===== src/rtl/rx_defs_pkg.sv =====
// rtl/rx_defs_pkg.sv - shared definitions for the serial receive deframer
//
// Purpose: FSM state encodings and default parameter values shared by the
//          deframer top and its sub-modules.
// Contents: state_t (ST_IDLE, ST_SHIFT), DEFAULT_WIDTH, DEFAULT_CNT_W.
package rx_defs_pkg;

  typedef enum logic {
    ST_IDLE  = 1'b0,
    ST_SHIFT = 1'b1
  } state_t;

  localparam int DEFAULT_WIDTH = 4;
  localparam int DEFAULT_CNT_W = 3;

endpackage


===== src/rtl/sipo_shift_core.sv =====
// rtl/sipo_shift_core.sv - serial-in/parallel-out right-shift register
//
// Purpose: LSB-first assembly register. Each enabled clock inserts sin at the
//          MSB and moves everything one place toward the LSB, so after WIDTH
//          shifts the first bit received sits in q[0].
// Ports:
//   clk      in   1      rising-edge clock
//   rst      in   1      asynchronous active-high reset, clears q
//   shift_en in   1      shift on this clock
//   sin      in   1      serial data bit
//   q        out  WIDTH  register contents
module sipo_shift_core
  import rx_defs_pkg::*;
#(
  parameter int WIDTH = DEFAULT_WIDTH
) (
  input  logic             clk,
  input  logic             rst,
  input  logic             shift_en,
  input  logic             sin,
  output logic [WIDTH-1:0] q
);

  always_ff @(posedge clk or posedge rst) begin
    if (rst) begin
      q <= '0;
    end else if (shift_en) begin
      q <= {sin, q[WIDTH-1:1]};
    end
  end

endmodule


===== src/rtl/serial_rx_deframer.sv =====
// rtl/serial_rx_deframer.sv - LSB-first serial receiver with valid/ready holding register
//
// Purpose: Frames a strobed serial bit stream into WIDTH-bit words using a
//          start-of-frame marker, presents each word through a holding
//          register with a valid/ready handshake, and reports aborted frames
//          and dropped words.
// Ports:
//   clk        in   1      rising-edge clock
//   rst        in   1      asynchronous active-high reset
//   sin        in   1      serial data bit, LSB first
//   bit_en     in   1      bit strobe; sin/sof sampled only when high
//   sof        in   1      start of frame, marks bit 0
//   dout       out  WIDTH  received word
//   dout_valid out  1      holding register full
//   dout_ready in   1      consumer accept
//   busy       out  1      frame in progress
//   frame_err  out  1      one-cycle pulse on frame abort by a new sof
//   overrun    out  1      sticky: completed word dropped
//   clr_err    in   1      synchronous clear of overrun
module serial_rx_deframer
  import rx_defs_pkg::*;
#(
  parameter int WIDTH = DEFAULT_WIDTH,
  parameter int CNT_W = DEFAULT_CNT_W
) (
  input  logic             clk,
  input  logic             rst,
  input  logic             sin,
  input  logic             bit_en,
  input  logic             sof,
  output logic [WIDTH-1:0] dout,
  output logic             dout_valid,
  input  logic             dout_ready,
  output logic             busy,
  output logic             frame_err,
  output logic             overrun,
  input  logic             clr_err
);

  localparam logic [CNT_W-1:0] LAST_CNT = CNT_W'(WIDTH - 1);
  localparam logic [CNT_W-1:0] ONE_CNT  = CNT_W'(1);

  state_t           state;
  logic [CNT_W-1:0] count;
  logic [WIDTH-1:0] sreg;
  logic [WIDTH-1:0] word;
  logic             shift_en;
  logic             complete;
  logic             load;

  // In IDLE only a sof-qualified strobe starts a frame; in SHIFT every strobe
  // is sampled (a sof restarts, but the bit still enters as the new bit 0).
  assign shift_en = bit_en & ((state == ST_SHIFT) | sof);

  // The word is taken from the shifter's next value so it is available on
  // the same clock that samples the last bit.
  assign word     = {sin, sreg[WIDTH-1:1]};
  assign complete = (state == ST_SHIFT) & bit_en & ~sof & (count == LAST_CNT);
  assign load     = complete & (~dout_valid | dout_ready);

  sipo_shift_core #(
    .WIDTH(WIDTH)
  ) u_shift (
    .clk     (clk),
    .rst     (rst),
    .shift_en(shift_en),
    .sin     (sin),
    .q       (sreg)
  );

  always_ff @(posedge clk or posedge rst) begin
    if (rst) begin
      state      <= ST_IDLE;
      count      <= '0;
      dout       <= '0;
      dout_valid <= 1'b0;
      busy       <= 1'b0;
      frame_err  <= 1'b0;
      overrun    <= 1'b0;
    end else begin
      frame_err <= 1'b0;

      case (state)
        ST_IDLE: begin
          if (bit_en && sof) begin
            state <= ST_SHIFT;
            count <= ONE_CNT;
            busy  <= 1'b1;
          end
        end
        ST_SHIFT: begin
          if (bit_en) begin
            if (sof) begin
              frame_err <= 1'b1;
              count     <= ONE_CNT;
            end else if (count == LAST_CNT) begin
              state <= ST_IDLE;
              count <= '0;
              busy  <= 1'b0;
            end else begin
              count <= count + ONE_CNT;
            end
          end
        end
        default: begin
          state <= ST_IDLE;
          count <= '0;
          busy  <= 1'b0;
        end
      endcase

      // Reload beats accept: a completion on the accept clock keeps valid high.
      if (load) begin
        dout       <= word;
        dout_valid <= 1'b1;
      end else if (dout_valid && dout_ready) begin
        dout_valid <= 1'b0;
      end

      // A new drop outranks a simultaneous clear.
      if (complete && !load) begin
        overrun <= 1'b1;
      end else if (clr_err) begin
        overrun <= 1'b0;
      end
    end
  end

endmodule


===== config.mk =====
export PLATFORM = sky130hd
export DESIGN_NAME = serial_rx_deframer
export DESIGN_NICKNAME = d
export VERILOG_FILES = /design/src/rtl/rx_defs_pkg.sv /design/src/rtl/sipo_shift_core.sv /design/src/rtl/serial_rx_deframer.sv
export SDC_FILE = /design/constraint.sdc
export NUM_CORES = 1
export LEC_CHECK = 0
export BUFFER_PORTS_ARGS = -buffer_cell sky130_fd_sc_hd__buf_2
export CORE_AREA = 2 2 39 41
export CTS_BUF_LIST = sky130_fd_sc_hd__clkbuf_4 sky130_fd_sc_hd__clkbuf_8
export DETAILED_ROUTE_END_ITERATION = 12
export DIE_AREA = 0 0 41 43
export HOLD_SLACK_MARGIN = 0.1
export PLACE_DENSITY = 0.83
export SKIP_LAST_GASP = 1
export SLEW_MARGIN = 20
export SYNTH_ARGS = -nofsm -noshare
export SYNTH_HDL_FRONTEND = slang
export SYNTH_SLANG_ARGS = --single-unit

===== constraint.sdc =====
create_clock -name clk -period 2.3 [get_ports clk]
set_clock_uncertainty 0.2 [all_clocks]
set_input_delay 0.23 -clock clk [delete_from_list [all_inputs] [get_ports clk]]
set_output_delay 0.23 -clock clk [all_outputs]
set_load 0.05 [all_outputs]

==> results_dict.tcl, run 1 <==
set metrics [dict create \
    end_kind "flip-flop" \
    slew_headroom 0.6426 \
    drive_gt1_frac 0.3973 \
    ir_worst_vdd_mv 0.5812 \
    p_leak_nw 0.4143 \
    coreArea_um2 1384 \
    cts_sinks 15 \
    clockBufferDepth 2 \
    arrival_ns 2.20 \
    ys_ff_latch 15 \
    track_usage 0.1576 \
    final_common_cell "dfrtp_1" \
    outcome "finished clean" \
    synthesis.area_um2 628.1 \
    area_delta_synth_final_pct 30.28 \
    num_antenna_cells 0 \
    boundaryPins 15 \
    finalCriticalPeriod_ns 2.168 \
    clk_latency_ns 0.29 \
    synth_area_per_cell_um2 13.09 \
    rsz0062_at_grt "false" \
    placedCellCount 78 \
    worst_pin_slew_ns 0.5354 \
    finalHoldViolCount 0 \
    crit_type "flip-flop to flip-flop" \
    die_width_um 41 \
    postSynth.asyncResetShare 1.000 \
    drtIter0Drc 4 \
    ant_nets 0 \
    report.final.setup_viol 0 \
    clkTransAtPathRegs_ns 0.10 \
    grt_pass1_vias 452 \
    finalNonFillerCells 89 \
    antenna_found_initial 0 \
    grt_max_degree 16 \
    avgViaCountPerCell 4.854 \
    dieArea_um2 1763 \
    setup-tns-final_ns 0 \
    die_h_um 43 \
    synth.distinct_cells 20 \
    drv_slew 0 \
    powerDensity_nw_per_um2 1122 \
    min_period_over_period 0.9426 \
    worst_setup_path_start_kind "flip-flop" \
    cts_tree "yes" \
    start_util 0.4539 \
    htreeDepth 1 \
    crit_fanout 4 \
    syn-num-nets 56 \
    final_net_count 82 \
    slowest_stage "dlygate4sd3_1" \
    synthCells 48 \
    io_buffer_count 14 \
    wl_per_cell_um 11.71 \
    layout_common_cells "15 x dfrtp_1, 14 x buf_2, 7 x mux2_2, 7 x dlygate4sd3_1, 5 x inv_1" \
    gp_congestion 0.7212 \
    synth-edff-count 0 \
    ys_seq_area_frac 0.5976 \
    wirelength_um 1042 \
    dr.pass1.iters 3 \
    cp.required_ns 2.33 \
    dp_hpwl_um 702.7 \
    ys.flop_type "dfrtp_1" \
    cp_cell_sequence "ha_1 > or2b_1 > or3_1 > o22ai_1 > dlygate4sd3_1" \
    hold_path_class "flip-flop to flip-flop" \
    row_count 14 \
    root_buffer "clkbuf_4" \
    cts_buffers 3 \
    cp_slowest_stage_delay_ns 0.57 \
    drc 0 \
    drv_cap 0 \
    vias 432 \
    grt-ovfl-total 0 \
    grt_pass1_wl_um 1800 \
    fmax_mhz 461.2 \
    yosysWarnings 0 \
]
==> logic make-up after synthesis <==
| kind of cell | count (synthesis) | synth area share |
|---|---|---|
| muxes | 7 | 0.1255 |
| and+or+nand+nor | 10 | 0.1136 |
| buffers and inverters | 5 | 0.02988 |
| AOI/OAI and AO/OA | 10 | 0.1135 |
| adders and majority gates | 1 | 0.01992 |
| DFF | 15 | 0.5976 |
==> worst max-delay path: cells and delay by family (launching register included) <==
kind | cells | cell delay [ns]
AO/OA/AOI/OAI | 1 | 0.14
adder cells (fa/ha/maj) | 1 | 0.16
buffers and inverters | 1 | 0.57
flip-flops | 1 | 0.38
AND/OR/NAND/NOR | 2 | 0.65
==> flip-flops by register name (all words and copies together) (netlist names) <==
| register | count |
|---|---|
| state | 1 |
| overrun | 1 |
| frame_err | 1 |
| dout_valid | 1 |
| busy | 1 |
| count | 3 |
| u_shift.q | 3 |
| dout | 4 |
==> metal layers <==
metal  routed length, um  track usage
met5                   0            0
met4                  38       0.1200
met3                  70      0.05236
met2                 464       0.2250
met1                 469       0.1849
==> report_power, final <==
| group | internal [mW] | switching, mW |
|---|---|---|
| Sequential | 0.341 | 0.0460 |
| Clock | 0.0661 | 0.0915 |
| Combinational | 0.124 | 0.250 |
| Total | 0.531 | 0.387 |
==> synth_stat cells, types with 2 or more instances <==
| library cell | count | area share |
|---|---|---|
| mux2_2 | 7 | 0.13 |
| inv_1 | 5 | 0.030 |
| nand2_1 | 2 | 0.012 |
| o22ai_1 | 2 | 0.020 |
| nor2_1 | 2 | 0.012 |
| a21boi_0 | 2 | 0.024 |
| dfrtp_1 | 15 | 0.60 |
==> metrics by stage <==
stage / setup slack [ns] / power [mW] / hold slack (ns) / area (um2) / util
after global placement: 0.4626 / 0.7548 / 0.09429 / 718.2 / 0.5190
after floorplan: 0.5520 / 0.6782 / -0.06852 / 628.1 / -
after global routing: 0.03484 / 0.9773 / 0.3204 / 818.3 / 0.5913
after detailed placement: 0.4576 / 0.7625 / 0.1060 / 718.2 / 0.5190
final: 0.1319 / 0.9179 / 0.2895 / 818.3 / 0.5913
after CTS: 0.1396 / 0.9233 / 0.2944 / 818.3 / 0.5913
==> worst paths after layout <==
kind,startpoint,end,slack (ns),cells past startpoint
worst min register to register,busy,busy,0.29,1
worst max-delay path,count[0],overrun,0.13,5
worst max register to register,count[0],overrun,0.13,5
max in group asynchronous,rst,count[1],1.23,3
min in group asynchronous,rst,dout_valid,0.31,3
worst min-delay path,busy,busy,0.29,1
==> what timing repair did <==
action | CTS | global route
resized for setup | 0 | 0
endpoints found under the hold margin | 23 | 0
endpoints found under the setup margin | 0 | 0
setup buffers | 0 | 0
hold buffers | 7 | 0
==> area by class of cell <==
cell class              instances  area (um2)
multi-input cells              28       234.0
clock inverters                 1       7.507
clock buffers                   3       22.52
flip-flops and latches         15       375.4
fillers                       134       565.5
repair buffers                 21       140.1
well taps                      16       20.02
inverters                       5       18.77
No activity file was read; power rests on OpenSTA's default activity.
==> run 2: changes to the inputs <==
Settings changed: GPL_TIMING_DRIVEN set to 0, PLACE_DENSITY 0.83 to 0.72, SLEW_MARGIN 20 to 0.
==> results_dict.tcl, run 2 (synthesized netlist as in run 1, its figures left out) <==
set metrics [dict create \
    final_common_cell "dfrtp_1" \
    dp_hpwl_um 738.2 \
    utilization 0.5913 \
    vias 450 \
    powerDensity_nw_per_um2 1135 \
    min_period_over_period 0.9613 \
    layout_common_cells "15 x dfrtp_1, 14 x buf_2, 7 x mux2_2, 7 x dlygate4sd3_1, 5 x inv_1" \
    ctsResizeCount 0 \
    clockBufferDepth 2 \
    clkTransAtPathRegs_ns 0.10 \
    wl_per_cell_um 12.65 \
    worst_pin_slew_ns 0.5525 \
    die_h_um 43 \
    rrSetupSlack_ns 0.09 \
    reg2reg_from "count[0]" \
    end_kind "flip-flop" \
    crit_fanout 4 \
    fmax_mhz 452.3 \
    setup-tns-final_ns 0 \
    wirelength_um 1126 \
    cts_hold_buf 7 \
    reg2regPathDepth 5 \
    dr.pass1.iters 4 \
    coreArea_um2 1384 \
    rsz0062_at_grt "false" \
    cp.required_ns 2.33 \
    finalCriticalPeriod_ns 2.211 \
    grt_pass1_vias 418 \
    cts_tree "yes" \
    clk_latency_ns 0.30 \
    design_area_um2 818.3 \
    grt_max_degree 16 \
    ant_nets 0 \
    row_count 14 \
    outcome "finished clean" \
    htreeDepth 1 \
    hold_path_class "input port to asynchronous set/reset pin" \
    antenna_found_initial 0 \
    cts_buffers 3 \
    ir_worst_vdd_mv 0.6890 \
    fin_ws_ns 0.08897 \
    drv_cap 0 \
    die_width_um 41 \
    area_delta_synth_final_pct 30.28 \
    drc 0 \
    grt-ovfl-total 0 \
    final_net_count 82 \
    drv_slew 0 \
    worst_setup_path_start_kind "flip-flop" \
    finalHoldViolCount 0 \
    fin_total_pwr_mw 0.9289 \
    start_util 0.4539 \
    crit_type "flip-flop to flip-flop" \
    largestRegisters "dout x4, count x3, u_shift.q x3" \
    boundaryPins 15 \
    gp_congestion 0.6715 \
    avgViaCountPerCell 5.056 \
    r2r_end "overrun" \
    report.final.setup_viol 0 \
    drtIter0Drc 11 \
    drive_gt1_frac 0.3973 \
    slew_headroom 0.6313 \
    dieArea_um2 1763 \
    placed_cell_area_um2 718.2 \
    arrival_ns 2.24 \
    p_leak_nw 0.4143 \
    grt_pass1_wl_um 1759 \
    root_buffer "clkbuf_4" \
    track_usage 0.1544 \
    io_buffer_count 14 \
    post_cts_buffers 0 \
    pre_cts_ws_ns 0.4010 \
    largest_reg_flops 4 \
    largest_register "dout" \
    cts_sinks 15 \
    num_antenna_cells 0 \
]
## run 2: cell counts in the layout (fill, tap and decap cells not counted)
Identical to the previous run, type by type.
## run 2: how the worst max path moves through the flow
stage	start	slack [ns]	cells after the start	endpoint
after floorplan	count[0]	0.55	4	dout[3]
after global placement	count[0]	0.40	4	dout[1]
after detailed placement	count[0]	0.40	4	dout[0]
after CTS	count[0]	0.11	5	overrun
after global routing	count[0]	0.003	5	overrun
final	count[0]	0.09	5	overrun
## run 2: power by group
group / switching [mW] / leakage (nW) / total (mW) / internal, mW
logic: 0.253 / 0.215 / 0.378 / 0.125
clock network: 0.0963 / 0.0139 / 0.163 / 0.0663
registers: 0.0476 / 0.185 / 0.389 / 0.341
## run 2: final cells by class
class | count | area, um2
fill | 115 | 565.5
sequential | 15 | 375.4
multi-input combinational | 28 | 234.0
timing repair buffer | 21 | 140.1
clock buffer | 3 | 22.52
tap | 16 | 20.02
inverter | 5 | 18.77
clock inverter | 1 | 7.507
## run 2: worst max-delay path: stages (launching register included)
cell	delay, ns
dfrtp_1	0.40
ha_1	0.18
or2b_1	0.28
or3_1	0.38
o22ai_1	0.13
dlygate4sd3_1	0.57
## run 2: routing by layer
metal / global-route usage / up-vias / share of wire
met5: 0 / - / 0
met4: 0.1200 / 0 / 0.028
met3: 0.03141 / 4 / 0.043
met2: 0.2313 / 15 / 0.49
met1: 0.1809 / 215 / 0.44
li1: - / 216 / -
## run 2: per-stage QoR
step	cells	hold WS, ns
6_report	89	0.3075
2_1_floorplan	48	-0.06852
3_5_place_dp	78	0.1078
3_3_place_gp	78	0.1038
4_1_cts	89	0.3191
5_1_grt	89	0.3332
==> run 3: changes to the inputs <==
Settings changed: ABC_AREA set to 1.
==> results_dict.tcl, run 3 <==
set metrics [dict create \
    grt_pass1_wl_um 1835 \
    finalCriticalPeriod_ns 1.671 \
    clk_latency_ns 0.27 \
    report.final.setup_viol 0 \
    grt-ovfl-total 0 \
    dieArea_um2 1763 \
    ir_worst_vdd_mv 0.5941 \
    die_width_um 41 \
    r2r_end "frame_err" \
    area_delta_synth_final_pct 28.40 \
    avgViaCountPerCell 4.743 \
    synth.area.top_cells "dfrtp_1 59%, nand2_1 12%, inv_1 5.9%" \
    synth-edff-count 0 \
    powerDensity_nw_per_um2 1080 \
    drv_slew 0 \
    worst_setup_path_start_kind "input port" \
    antenna_found_initial 0 \
    ys.flop_type "dfrtp_1" \
    drc 0 \
    drv_cap 0 \
    final.fill_count 128 \
    drtIter0Drc 7 \
    largest_register "dout" \
    cp_slowest_stage_delay_ns 0.55 \
    wirelength_um 1047 \
    worst_pin_slew_ns 0.5527 \
    fin_ws_ns 0.6294 \
    design_area_um2 814.5 \
    p_leak_nw 0.4433 \
    multi_input_area_um2 221.5 \
    row_count 14 \
    min_period_over_period 0.7263 \
    yosysMostFrequentCell "nand2_1" \
    hold_path_class "input port to flip-flop" \
    reg2reg_from "state" \
    cts_tree "yes" \
    cts_buffers 3 \
    ys_seq_area_frac 0.5917 \
    synthesis.area_um2 634.4 \
    cp.required_ns 2.26 \
    post_cts_buffers 0 \
    utilization 0.5886 \
    setup-tns-final_ns 0 \
    outcome "finished clean" \
    ys_ff_latch 15 \
    start_util 0.4584 \
    regArea_um2 375.4 \
    rsz0062_at_grt "false" \
    io_buffer_count 14 \
    clkTransAtPathRegs_ns 0.09 \
    cpMostUsedCell "dlygate4sd3_1" \
    grt_pass1_vias 480 \
    yosysWarnings 0 \
    track_usage 0.1538 \
    yosysTopAreaCellShare 0.5917 \
    finalHoldViolCount 0 \
    end_kind "flip-flop" \
    rrSetupSlack_ns 0.83 \
    synth.distinct_cells 15 \
    arrival_ns 1.63 \
    pre_cts_ws_ns 0.8798 \
    ctsResizeCount 0 \
    crit_fanout 6 \
    fmax_mhz 598.6 \
    die_h_um 43 \
    dp_hpwl_um 784.1 \
    dr.pass1.iters 3 \
    slowest_stage "dlygate4sd3_1" \
    final_net_count 102 \
    cp_cell_sequence "dlygate4sd3_1 > buf_2 > nand2_2 > nor2_1 > dlygate4sd3_1" \
    coreArea_um2 1384 \
    boundaryPins 15 \
    synthCells 69 \
    cts_sinks 15 \
    slew_headroom 0.6311 \
    placed_cell_area_um2 724.4 \
    syn-num-nets 77 \
    num_antenna_cells 0 \
    root_buffer "clkbuf_4" \
    min_from "dout_ready" \
    hold_path_end "dout_valid" \
    final_common_cell "nand2_1" \
    postSynth.asyncResetShare 1.000 \
    crit_type "input port to flip-flop" \
    synth_common_cells "20 x nand2_1, 15 x dfrtp_1, 10 x inv_1" \
    grt_max_degree 16 \
    yosysTopAreaCell "dfrtp_1" \
    layout_common_cells "20 x nand2_1, 15 x dfrtp_1, 14 x buf_2, 10 x inv_1, 6 x dlygate4sd3_1" \
    synth_area_per_cell_um2 9.194 \
    ant_nets 0 \
    vias 517 \
    reg2regPathDepth 3 \
    largestRegisters "dout x4, count x3, u_shift.q x3" \
    clockBufferDepth 2 \
    htreeDepth 1 \
    drive_gt1_frac 0.2473 \
    gp_congestion 0.7392 \
    min_path_cells 4 \
    largest_reg_flops 4 \
    wl_per_cell_um 9.606 \
]
-- run 3: changes by cell type in the layout (fill, tap and decap cells not counted), moves of 2 or more --
cell | previous run | this run
nand4_1 | 0 | 4
mux2_2 | 7 | 0
nand2_1 | 2 | 20
a21oi_1 | 1 | 4
inv_1 | 5 | 10
a21boi_0 | 2 | 0
o22ai_1 | 2 | 0
nand3_1 | 0 | 3
-- run 3: cells by family after synthesis --
family          count (synthesis)  share of synthesized area
compound gates                  8                    0.06706
simple gates                   35                     0.2623
flops                          15                     0.5917
buf+inv                        10                    0.05918
fa+ha+maj                       1                    0.01972
-- run 3: stage by stage --
step,power [mW],cells,hold slack (ns)
floorplan,0.6437,69,-0.06852
global placement,0.7153,99,0.1071
detailed placement,0.7225,99,0.1092
CTS,0.8871,109,0.1557
global route,0.9445,109,0.2347
finish,0.8796,109,0.1578
-- run 3: power breakdown --
group	internal [mW]	switching [mW]	leakage [nW]
clock	0.0789	0.0783	0.0184
combinational	0.0880	0.263	0.237
sequential	0.336	0.0355	0.188
-- run 3: layout make-up --
cell class,instances,area share
Sequential cell,15,0.4608
Multi-Input combinational cell,44,0.2719
Timing Repair Buffer,20,0.1598
Inverter,10,0.04608
Clock buffer,4,0.03687
Tap cell,16,0.02458
-- run 3: worst max path at each step --
| stage | start | to | slack (ns) |
|---|---|---|---|
| 3_3_place_gp | count[0] | dout[0] | 0.90 |
| 6_report | bit_en | frame_err | 0.63 |
| 3_5_place_dp | count[0] | dout[3] | 0.88 |
| 4_1_cts | bit_en | frame_err | 0.63 |
| 2_1_floorplan | dout_valid | dout[0] | 0.95 |
| 5_1_grt | bit_en | frame_err | 0.59 |
-- run 3: timing repair --
action,4_1_cts,5_1_grt
hold buffers,6,0
endpoints found under the setup margin,0,0
endpoints found under the hold margin,21,0
-- run 3: metal layers --
| metal | up-vias | wire (um) | global-route usage |
|---|---|---|---|
| met4 | 0 | 19 | 0.08000 |
| met2 | 11 | 492 | 0.2375 |
| li1 | 270 | - | - |
| met1 | 232 | 485 | 0.1931 |
| met5 | - | 0 | 0 |
| met3 | 4 | 49 | 0.03141 |
-- run 3: critical path: cells and delay by family --
kind / cells / cell delay (ns)
buf+inv: 3 / 1.22
simple gates: 2 / 0.19
